**src/rtl/ps2_pkg.sv**
```systemverilog
// ps2_pkg: shared definitions for the PS/2 cursor navigation block.
//   - Scan-code constants for prefixes (E0, F0) and the decoded key set.
//   - One-hot Direction encodings: [0] up, [1] down, [2] left, [3] right.
//   - Prefix-state and key-id typedefs, plus small mapping helpers.
package ps2_pkg;

  localparam logic [7:0] SC_EXT      = 8'hE0;
  localparam logic [7:0] SC_BRK      = 8'hF0;
  // Normal set (WASD + Enter)
  localparam logic [7:0] SC_W        = 8'h1D;
  localparam logic [7:0] SC_S        = 8'h1B;
  localparam logic [7:0] SC_A        = 8'h1C;
  localparam logic [7:0] SC_D        = 8'h23;
  localparam logic [7:0] SC_ENTER    = 8'h5A;
  // Extended set (arrows + keypad Enter), only meaningful after E0
  localparam logic [7:0] SC_UP       = 8'h75;
  localparam logic [7:0] SC_DOWN     = 8'h72;
  localparam logic [7:0] SC_LEFT     = 8'h6B;
  localparam logic [7:0] SC_RIGHT    = 8'h74;
  localparam logic [7:0] SC_KP_ENTER = 8'h5A;

  localparam logic [3:0] DIR_NONE  = 4'b0000;
  localparam logic [3:0] DIR_UP    = 4'b0001;
  localparam logic [3:0] DIR_DOWN  = 4'b0010;
  localparam logic [3:0] DIR_LEFT  = 4'b0100;
  localparam logic [3:0] DIR_RIGHT = 4'b1000;

  typedef enum logic [1:0] {
    ST_IDLE,
    ST_EXT,
    ST_BRK,
    ST_EXT_BRK
  } prefix_state_t;

  typedef enum logic [2:0] {
    KEY_NONE  = 3'd0,
    KEY_UP    = 3'd1,
    KEY_DOWN  = 3'd2,
    KEY_LEFT  = 3'd3,
    KEY_RIGHT = 3'd4,
    KEY_ENTER = 3'd5
  } key_id_t;

  // Map the final byte of a sequence to a key id; ext selects the E0 set.
  function automatic key_id_t map_key(input logic [7:0] code, input logic ext);
    key_id_t k;
    k = KEY_NONE;
    if (ext) begin
      case (code)
        SC_UP:       k = KEY_UP;
        SC_DOWN:     k = KEY_DOWN;
        SC_LEFT:     k = KEY_LEFT;
        SC_RIGHT:    k = KEY_RIGHT;
        SC_KP_ENTER: k = KEY_ENTER;
        default:     k = KEY_NONE;
      endcase
    end else begin
      case (code)
        SC_W:     k = KEY_UP;
        SC_S:     k = KEY_DOWN;
        SC_A:     k = KEY_LEFT;
        SC_D:     k = KEY_RIGHT;
        SC_ENTER: k = KEY_ENTER;
        default:  k = KEY_NONE;
      endcase
    end
    return k;
  endfunction

  function automatic logic [3:0] key_to_dir(input key_id_t k);
    case (k)
      KEY_UP:    return DIR_UP;
      KEY_DOWN:  return DIR_DOWN;
      KEY_LEFT:  return DIR_LEFT;
      KEY_RIGHT: return DIR_RIGHT;
      default:   return DIR_NONE;
    endcase
  endfunction

endpackage

```
**src/rtl/ps2_code_decoder.sv**
```systemverilog
// ps2_code_decoder: prefix FSM (E0 / F0 / E0 F0) and key map.
// The prefix state is registered; the key event is combinational on the
// final byte of a sequence so the top can register its outputs on the
// same edge that samples that byte.
// Ports:
//   clk, rst_n   clock, asynchronous active-low reset
//   enable       low forces the FSM back to IDLE
//   data/data_en scan-code byte and its one-cycle valid strobe
//   key_ev       a recognised key sequence completes this cycle
//   is_break     the completing sequence is a break (F0 seen)
//   key_id       key_id_t value of the completing key
module ps2_code_decoder
  import ps2_pkg::*;
(
  input  logic       clk,
  input  logic       rst_n,
  input  logic       enable,
  input  logic [7:0] data,
  input  logic       data_en,
  output logic       key_ev,
  output logic       is_break,
  output logic [2:0] key_id
);

  prefix_state_t state_q, state_d;
  logic          seq_done;
  logic          ext;
  key_id_t       key;

  always_ff @(posedge clk or negedge rst_n) begin
    if (!rst_n) state_q <= ST_IDLE;
    else        state_q <= state_d;
  end

  always_comb begin
    state_d  = state_q;
    seq_done = 1'b0;
    is_break = 1'b0;
    ext      = 1'b0;
    if (!enable) begin
      state_d = ST_IDLE;
    end else if (data_en) begin
      case (state_q)
        ST_IDLE: begin
          if (data == SC_EXT)      state_d = ST_EXT;
          else if (data == SC_BRK) state_d = ST_BRK;
          else                     seq_done = 1'b1;
        end
        ST_EXT: begin
          if (data == SC_BRK) begin
            state_d = ST_EXT_BRK;
          end else begin
            seq_done = 1'b1;
            ext      = 1'b1;
            state_d  = ST_IDLE;
          end
        end
        ST_BRK: begin
          seq_done = 1'b1;
          is_break = 1'b1;
          state_d  = ST_IDLE;
        end
        ST_EXT_BRK: begin
          seq_done = 1'b1;
          is_break = 1'b1;
          ext      = 1'b1;
          state_d  = ST_IDLE;
        end
        default: state_d = ST_IDLE;
      endcase
    end
    key    = map_key(data, ext);
    // Unknown keys finish their sequence silently: no event is raised.
    key_ev = seq_done && (key != KEY_NONE);
    key_id = key;
  end

endmodule

```
**src/rtl/cursor_nav_fsm.sv**
```systemverilog
// cursor_nav_fsm: PS/2 scan-code driven grid cursor with auto-repeat.
// Ports:
//   Clock, nReset  clock, asynchronous active-low reset
//   Enable         low = idle: flush decoder/held key, outputs quiet
//   data, data_en  scan-code byte stream from the PS/2 receiver
//   Direction      one-hot move pulse ([0] up [1] down [2] left [3] right)
//   Command        one-cycle Enter pulse
//   CursorX/Y      current cursor position
//   Held           a direction key is currently held
module cursor_nav_fsm
  import ps2_pkg::*;
#(
  parameter int COLS         = 16,
  parameter int ROWS         = 4,
  parameter int WRAP         = 1,
  parameter int REPEAT_DELAY = 25_000_000,
  parameter int REPEAT_RATE  = 5_000_000
) (
  input  logic                    Clock,
  input  logic                    nReset,
  input  logic                    Enable,
  input  logic [7:0]              data,
  input  logic                    data_en,
  output logic [3:0]              Direction,
  output logic                    Command,
  output logic [$clog2(COLS)-1:0] CursorX,
  output logic [$clog2(ROWS)-1:0] CursorY,
  output logic                    Held
);

  localparam int XW      = $clog2(COLS);
  localparam int YW      = $clog2(ROWS);
  localparam int RPT_MAX = (REPEAT_DELAY > REPEAT_RATE) ? REPEAT_DELAY : REPEAT_RATE;
  localparam int CW      = $clog2(RPT_MAX + 1);

  localparam logic [XW-1:0] X_MAX = XW'(COLS - 1);
  localparam logic [YW-1:0] Y_MAX = YW'(ROWS - 1);
  // The counter holds the number of edges left until the next repeat edge.
  // Loading DELAY-1 at the make edge puts the first repeat pulse in cycle
  // T0+REPEAT_DELAY; reloading RATE at each repeat spaces the rest.
  localparam logic [CW-1:0] CNT_FIRST = CW'(REPEAT_DELAY - 1);
  localparam logic [CW-1:0] CNT_NEXT  = CW'(REPEAT_RATE);

  logic       key_ev;
  logic       is_break;
  logic [2:0] key_id_raw;

  ps2_code_decoder u_dec (
    .clk      (Clock),
    .rst_n    (nReset),
    .enable   (Enable),
    .data     (data),
    .data_en  (data_en),
    .key_ev   (key_ev),
    .is_break (is_break),
    .key_id   (key_id_raw)
  );

  logic [3:0]    dir_q, dir_d;
  logic          cmd_q, cmd_d;
  logic          held_q, held_d;
  key_id_t       held_key_q, held_key_d;
  logic [CW-1:0] cnt_q, cnt_d;
  logic [XW-1:0] x_q, x_d;
  logic [YW-1:0] y_q, y_d;
  key_id_t       kid;
  key_id_t       move;

  always_ff @(posedge Clock or negedge nReset) begin
    if (!nReset) begin
      dir_q      <= DIR_NONE;
      cmd_q      <= 1'b0;
      held_q     <= 1'b0;
      held_key_q <= KEY_NONE;
      cnt_q      <= '0;
      x_q        <= '0;
      y_q        <= '0;
    end else begin
      dir_q      <= dir_d;
      cmd_q      <= cmd_d;
      held_q     <= held_d;
      held_key_q <= held_key_d;
      cnt_q      <= cnt_d;
      x_q        <= x_d;
      y_q        <= y_d;
    end
  end

  always_comb begin
    dir_d      = DIR_NONE;
    cmd_d      = 1'b0;
    held_d     = held_q;
    held_key_d = held_key_q;
    cnt_d      = cnt_q;
    x_d        = x_q;
    y_d        = y_q;
    move       = KEY_NONE;
    kid        = key_id_t'(key_id_raw);
    if (!Enable) begin
      held_d = 1'b0;
      cnt_d  = '0;
    end else begin
      // Auto-repeat first; a key event below may override it so that a
      // coincident break suppresses the pulse and a coincident make
      // produces exactly one pulse.
      if (held_q) begin
        if (cnt_q < CW'(2)) begin
          move  = held_key_q;
          cnt_d = CNT_NEXT;
        end else begin
          cnt_d = cnt_q - CW'(1);
        end
      end
      if (key_ev) begin
        if (kid == KEY_ENTER) begin
          if (!is_break) cmd_d = 1'b1;
        end else if (!is_break) begin
          // Typematic re-make of the held key is ignored.
          if (!(held_q && held_key_q == kid)) begin
            held_d     = 1'b1;
            held_key_d = kid;
            cnt_d      = CNT_FIRST;
            move       = kid;
          end
        end else if (held_q && held_key_q == kid) begin
          held_d = 1'b0;
          cnt_d  = '0;
          move   = KEY_NONE;
        end
      end
      dir_d = key_to_dir(move);
      case (move)
        KEY_UP:    y_d = (y_q == '0)    ? ((WRAP != 0) ? Y_MAX : '0)    : y_q - YW'(1);
        KEY_DOWN:  y_d = (y_q == Y_MAX) ? ((WRAP != 0) ? '0    : Y_MAX) : y_q + YW'(1);
        KEY_LEFT:  x_d = (x_q == '0)    ? ((WRAP != 0) ? X_MAX : '0)    : x_q - XW'(1);
        KEY_RIGHT: x_d = (x_q == X_MAX) ? ((WRAP != 0) ? '0    : X_MAX) : x_q + XW'(1);
        default: ;
      endcase
    end
  end

  assign Direction = dir_q;
  assign Command   = cmd_q;
  assign CursorX   = x_q;
  assign CursorY   = y_q;
  assign Held      = held_q;

endmodule

```
**config.mk**
```make
export PLATFORM = sky130hd
export DESIGN_NAME = cursor_nav_fsm
export DESIGN_NICKNAME = d
export VERILOG_FILES = /design/src/rtl/ps2_pkg.sv /design/src/rtl/ps2_code_decoder.sv /design/src/rtl/cursor_nav_fsm.sv
export SDC_FILE = /design/constraint.sdc
export NUM_CORES = 1
export LEC_CHECK = 0
export ABC_AREA = 1
export BUFFER_PORTS_ARGS = -buffer_cell sky130_fd_sc_hd__buf_2
export CAP_MARGIN = 10
export CELL_PAD_IN_SITES_DETAIL_PLACEMENT = 0
export CELL_PAD_IN_SITES_GLOBAL_PLACEMENT = 1
export CORE_AREA = 2 2 105 86
export CTS_CLUSTER_DIAMETER = 50
export DETAILED_ROUTE_END_ITERATION = 10
export DIE_AREA = 0 0 107 88
export PLACE_DENSITY_LB_ADDON = 0.3
export SYNTH_ARGS = -nofsm -noshare
export SYNTH_HDL_FRONTEND = slang
export SYNTH_SLANG_ARGS = --single-unit
```
**constraint.sdc**
```tcl
create_clock -name Clock -period 1.95 [get_ports Clock]
set_input_delay 0.195 -clock Clock [delete_from_list [all_inputs] [get_ports Clock]]
set_output_delay 0.195 -clock Clock [all_outputs]
set_load 0.05 [all_outputs]
```
==> reports/qor.csv <==
stage,metric,value,unit
run_status,outcome,"complete, but fails checks",
run_status,failing checks,negative setup slack,
layout,antenna fix cells,0,
detailed_routing,Via density,4.63,
synthesis,sequential fraction of the synthesis area,0.321,
floorplanning,starting density of the core,0.391,
sta,final setup fails,36,
sta,Max Fclk,458,MHz
floorplanning,die area,9420,µm²
cts,number of CTS-inserted buffers,5,
place,routability cong.,0.936,
global_route,remaining global-route overflow,0,
cts,H-tree depth,2,
setup_path,CP cell instances,"nor2_2, nand3_2, nand3_2, nand3_2, nand2_2, nand2_2, nor2_4, nand2_4, nand2_4, nand3_4, a21oi_4, buf_4, nand4_1, nand2_1, nand2_1, nand2_1",
power,leakage,0.00254,µW
floorplanning,die width,107,µm
cts,Clock Latency Late Sink,0.31,ns
synthesis,count of different cell masters after synthesis,37,
setup_path,CP Capture Type,flip-flop,
floorplanning,die height,88,µm
place,placement-stage cell area,4200,µm²
synthesis,Yosys reg bits,42,
sta,min setup slack post-route,-0.232,ns
sta,Fin Hold WS,0.253,ns
synthesis,"count leader, synth",nand2_1,
synthesis,Mapped Cells,486,
synthesis,XOR/XNOR Fraction of Synth Area,0.0268,
sta,Final Hold Vio Count,0,
detailed_routing,routed len/inst,11.6,µm
setup_path,Worst Path Required,2.19,ns
setup_path,"slowest stage delay, CP",0.41,ns
synthesis,multiplexer area fraction after synthesis,0,
synthesis,Yosys warning count,0,
synthesis,simple logic cell fraction of the synthesized area,0.445,
global_route,global-route wire length before repair,14.3,mm
cts,CTS tree,built,
synthesis,Synth area leaders,"dfrtp_1, nand2_1, nor2_1, inv_1, nand3_1",
synthesis,"area leader, netlist",dfrtp_1,
synthesis,Synth top cells by count,"nand2_1, nor2_1, inv_1",
sta,Slew HR,0.744,
detailed_routing,final WL,8.45,mm
layout,nets@finish,632,
synthesis,Mean Syn Cell Area,6.73,µm²
cts,clock buffer depth,2,
floorplanning,Top Ports,24,
synthesis,Synth Area in Adders,0.0230,
synthesis,Synth top area share,0.321,
setup_path,crit path buf inv count,1,
run,Max Cap Viol,0,
layout,# fillers,801,
sta,Tightest Pin Transition,0.380,ns
setup_path,Worst path top cell family by delay,simple AND/OR/NAND/NOR gates,
layout,Area growth syn-to-layout,45.7,%
global_route,largest net degree at the start of global routing,20,
floorplanning,core area,8370,µm²
detailed_routing,DRT iter0 DRCs,115,
place,detailed placement HPWL,6.52,mm
global_route,gr usage total,0.189,
detailed_routing,DRC,0,
setup_path,Critical Path Slowest Stage Cell,dfrtp_1,
layout,Final Non-Filler Cells,727,
place,DP Cell Count,701,
place,I/O Buffers,23,
layout,fin area,4760,µm²
layout,layout cells sized above 1,0.444,
floorplanning,row cnt,30,
cts,"Clk pin slew, worst setup/hold paths",0.10,ns
setup_path,arrival time worst endpoint,2.42,ns
power,power per cell area,1230,nW/µm²
synthesis,asr flop ratio synth,1.00,
detailed_routing,DR pass1 iterations,4,
sta,Pins Over Slew Limit,0,
synthesis,Post-Syn Area,3270,µm²
power,peak supply drop,0.000652,V
sta,final worst path period need,2.18,ns
sta,Fin Clk Skew,0.0139,ns
synthesis,Synth Flop Type,dfrtp_1,
synthesis,largest family of logic cells by synthesized area,simple AND/OR/NAND/NOR gates,
synthesis,post-synthesis net count,504,
cts,CTS root buf,clkbuf_8,
hold_path,Min-Delay Path Class,in2reg,
synthesis,Post-synth EDFFs,0,
sta,RSZ-0062 raised after global routing,true,
global_route,vias in the first global route,3159,
setup_path,CP Class,reg2reg,
layout,Final Util,0.569,
synthesis,Synth Area in Compound Gates,0.0822,
cts,clk sinks,42,
global_route,antenna violations before repair,0,
setup_path,startpoint types,flip-flop,
setup_path,CP max FO,5,
sta,final critical-path share of the clock period,1.12,
detailed_routing,vias after detailed routing,3369,
detailed_routing,Routed Antenna Nets,0,
-- power by group --
part / total (µW) / leakage, µW / internal (µW) / switching (µW)
combinational: 3750 / 0.00193 / 1730 / 2030
clock: 714 / 0.0000585 / 384 / 329
sequential: 1380 / 0.000551 / 1150 / 235
total: 5850 / 0.00254 / 3260 / 2590
-- through the flow --
step | total power, µW | setup WS (ns) | setup TNS, ns
2_1_floorplan | 3430 | -0.0760 | -0.418
6_report | 5850 | -0.232 | -5.09
4_1_cts | 5540 | -0.217 | -4.09
5_1_grt | 6380 | -0.418 | -11.36
3_3_place_gp | 4570 | -0.296 | -7.31
3_5_place_dp | 4610 | -0.317 | -7.70
-- cells in the final DEF (no fill, tap or decap), drive strengths merged --
master       Yosys  final
nand2          125    125
buf              2    124
nor2            98     98
inv             80     82
nand3           44     44
dfrtp           42     42
a21oi           23     23
o21ai           19     19
nand4            8      8
nor3             8      8
ha               6      6
xnor2            5      5
xor2             5      5
or2              5      5
clkbuf           3      5
nor4             4      4
o21a             2      2
clkinv           1      2
nor3b            1      1
nand3b           1      1
o221ai           1      1
o211ai           1      1
o31ai            1      1
o41ai            1      1
bufinv           0      1
dlygate4sd3      0      1
-- cell families after synthesis --
family                   count (synthesis)
AO/OA/AOI/OAI                           48
XOR/XNOR                                10
adder cells (fa/ha/maj)                  6
buffers and inverters                   86
flip-flops                              42
AND/OR/NAND/NOR                        294
-- routing by layer --
layer,part of all wire,up-vias,routed length [µm],GRT usage
li1,-,1784,-,-
met1,0.49,1550,4160,0.258
met2,0.48,28,4060,0.321
met3,0.022,7,188,0.0313
met4,0.0063,0,53,0.0331
met5,0,-,0,0
-- cell type report --
class | count | area (µm²) | share of cell area
Clock buffer | 5 | 68.8 | 0.0144
Multi-Input combinational cell | 358 | 2210 | 0.464
Timing Repair Buffer | 125 | 930 | 0.195
Tap cell | 112 | 140 | 0.0294
Sequential cell | 42 | 1050 | 0.221
Clock inverter | 3 | 43.8 | 0.00919
Timing Repair inverter | 1 | 3.75 | 0.000788
Inverter | 81 | 314 | 0.0659
-- what timing repair did --
item,in CTS,in global routing
gates cloned,1,0
resized for setup,15,77
endpoints found under the hold margin,7,0
buffers inserted,8,9
pin swaps,9,20
endpoints found under the setup margin,36,39
hold buffers,1,0
-- tightest hold or removal path, stage by stage --
cell and delay [ns]:
buf_2 0.13, nand2_1 0.11, o21ai_0 0.09
-- registers in the layout (all words and copies together) (netlist names) --
signal / cells
u_dec.state_q: 2
cnt_q: 25
held_key_q: 3
CursorX: 4
Direction: 4
Held: 1
Command: 1
CursorY: 2
-- final timing paths --
kind,startpoint,endpoint,slack (ns),cells after the start
worst max-delay path,u_dec.state_q[1]$_DFFE_PN0P_,CursorX[3]$_DFFE_PN0P_,-0.23,16
worst min-delay path,data_en,u_dec.state_q[0]$_DFFE_PN0P_,0.25,3
worst max register to register,u_dec.state_q[1]$_DFFE_PN0P_,CursorX[3]$_DFFE_PN0P_,-0.23,16
worst min register to register,CursorY[1]$_DFFE_PN0P_,CursorY[1]$_DFFE_PN0P_,0.57,2
max in group asynchronous,nReset,Held$_DFFE_PN0P_,1.15,3
min in group asynchronous,nReset,u_dec.state_q[1]$_DFFE_PN0P_,0.26,2
(Power assumes the default switching activity.)
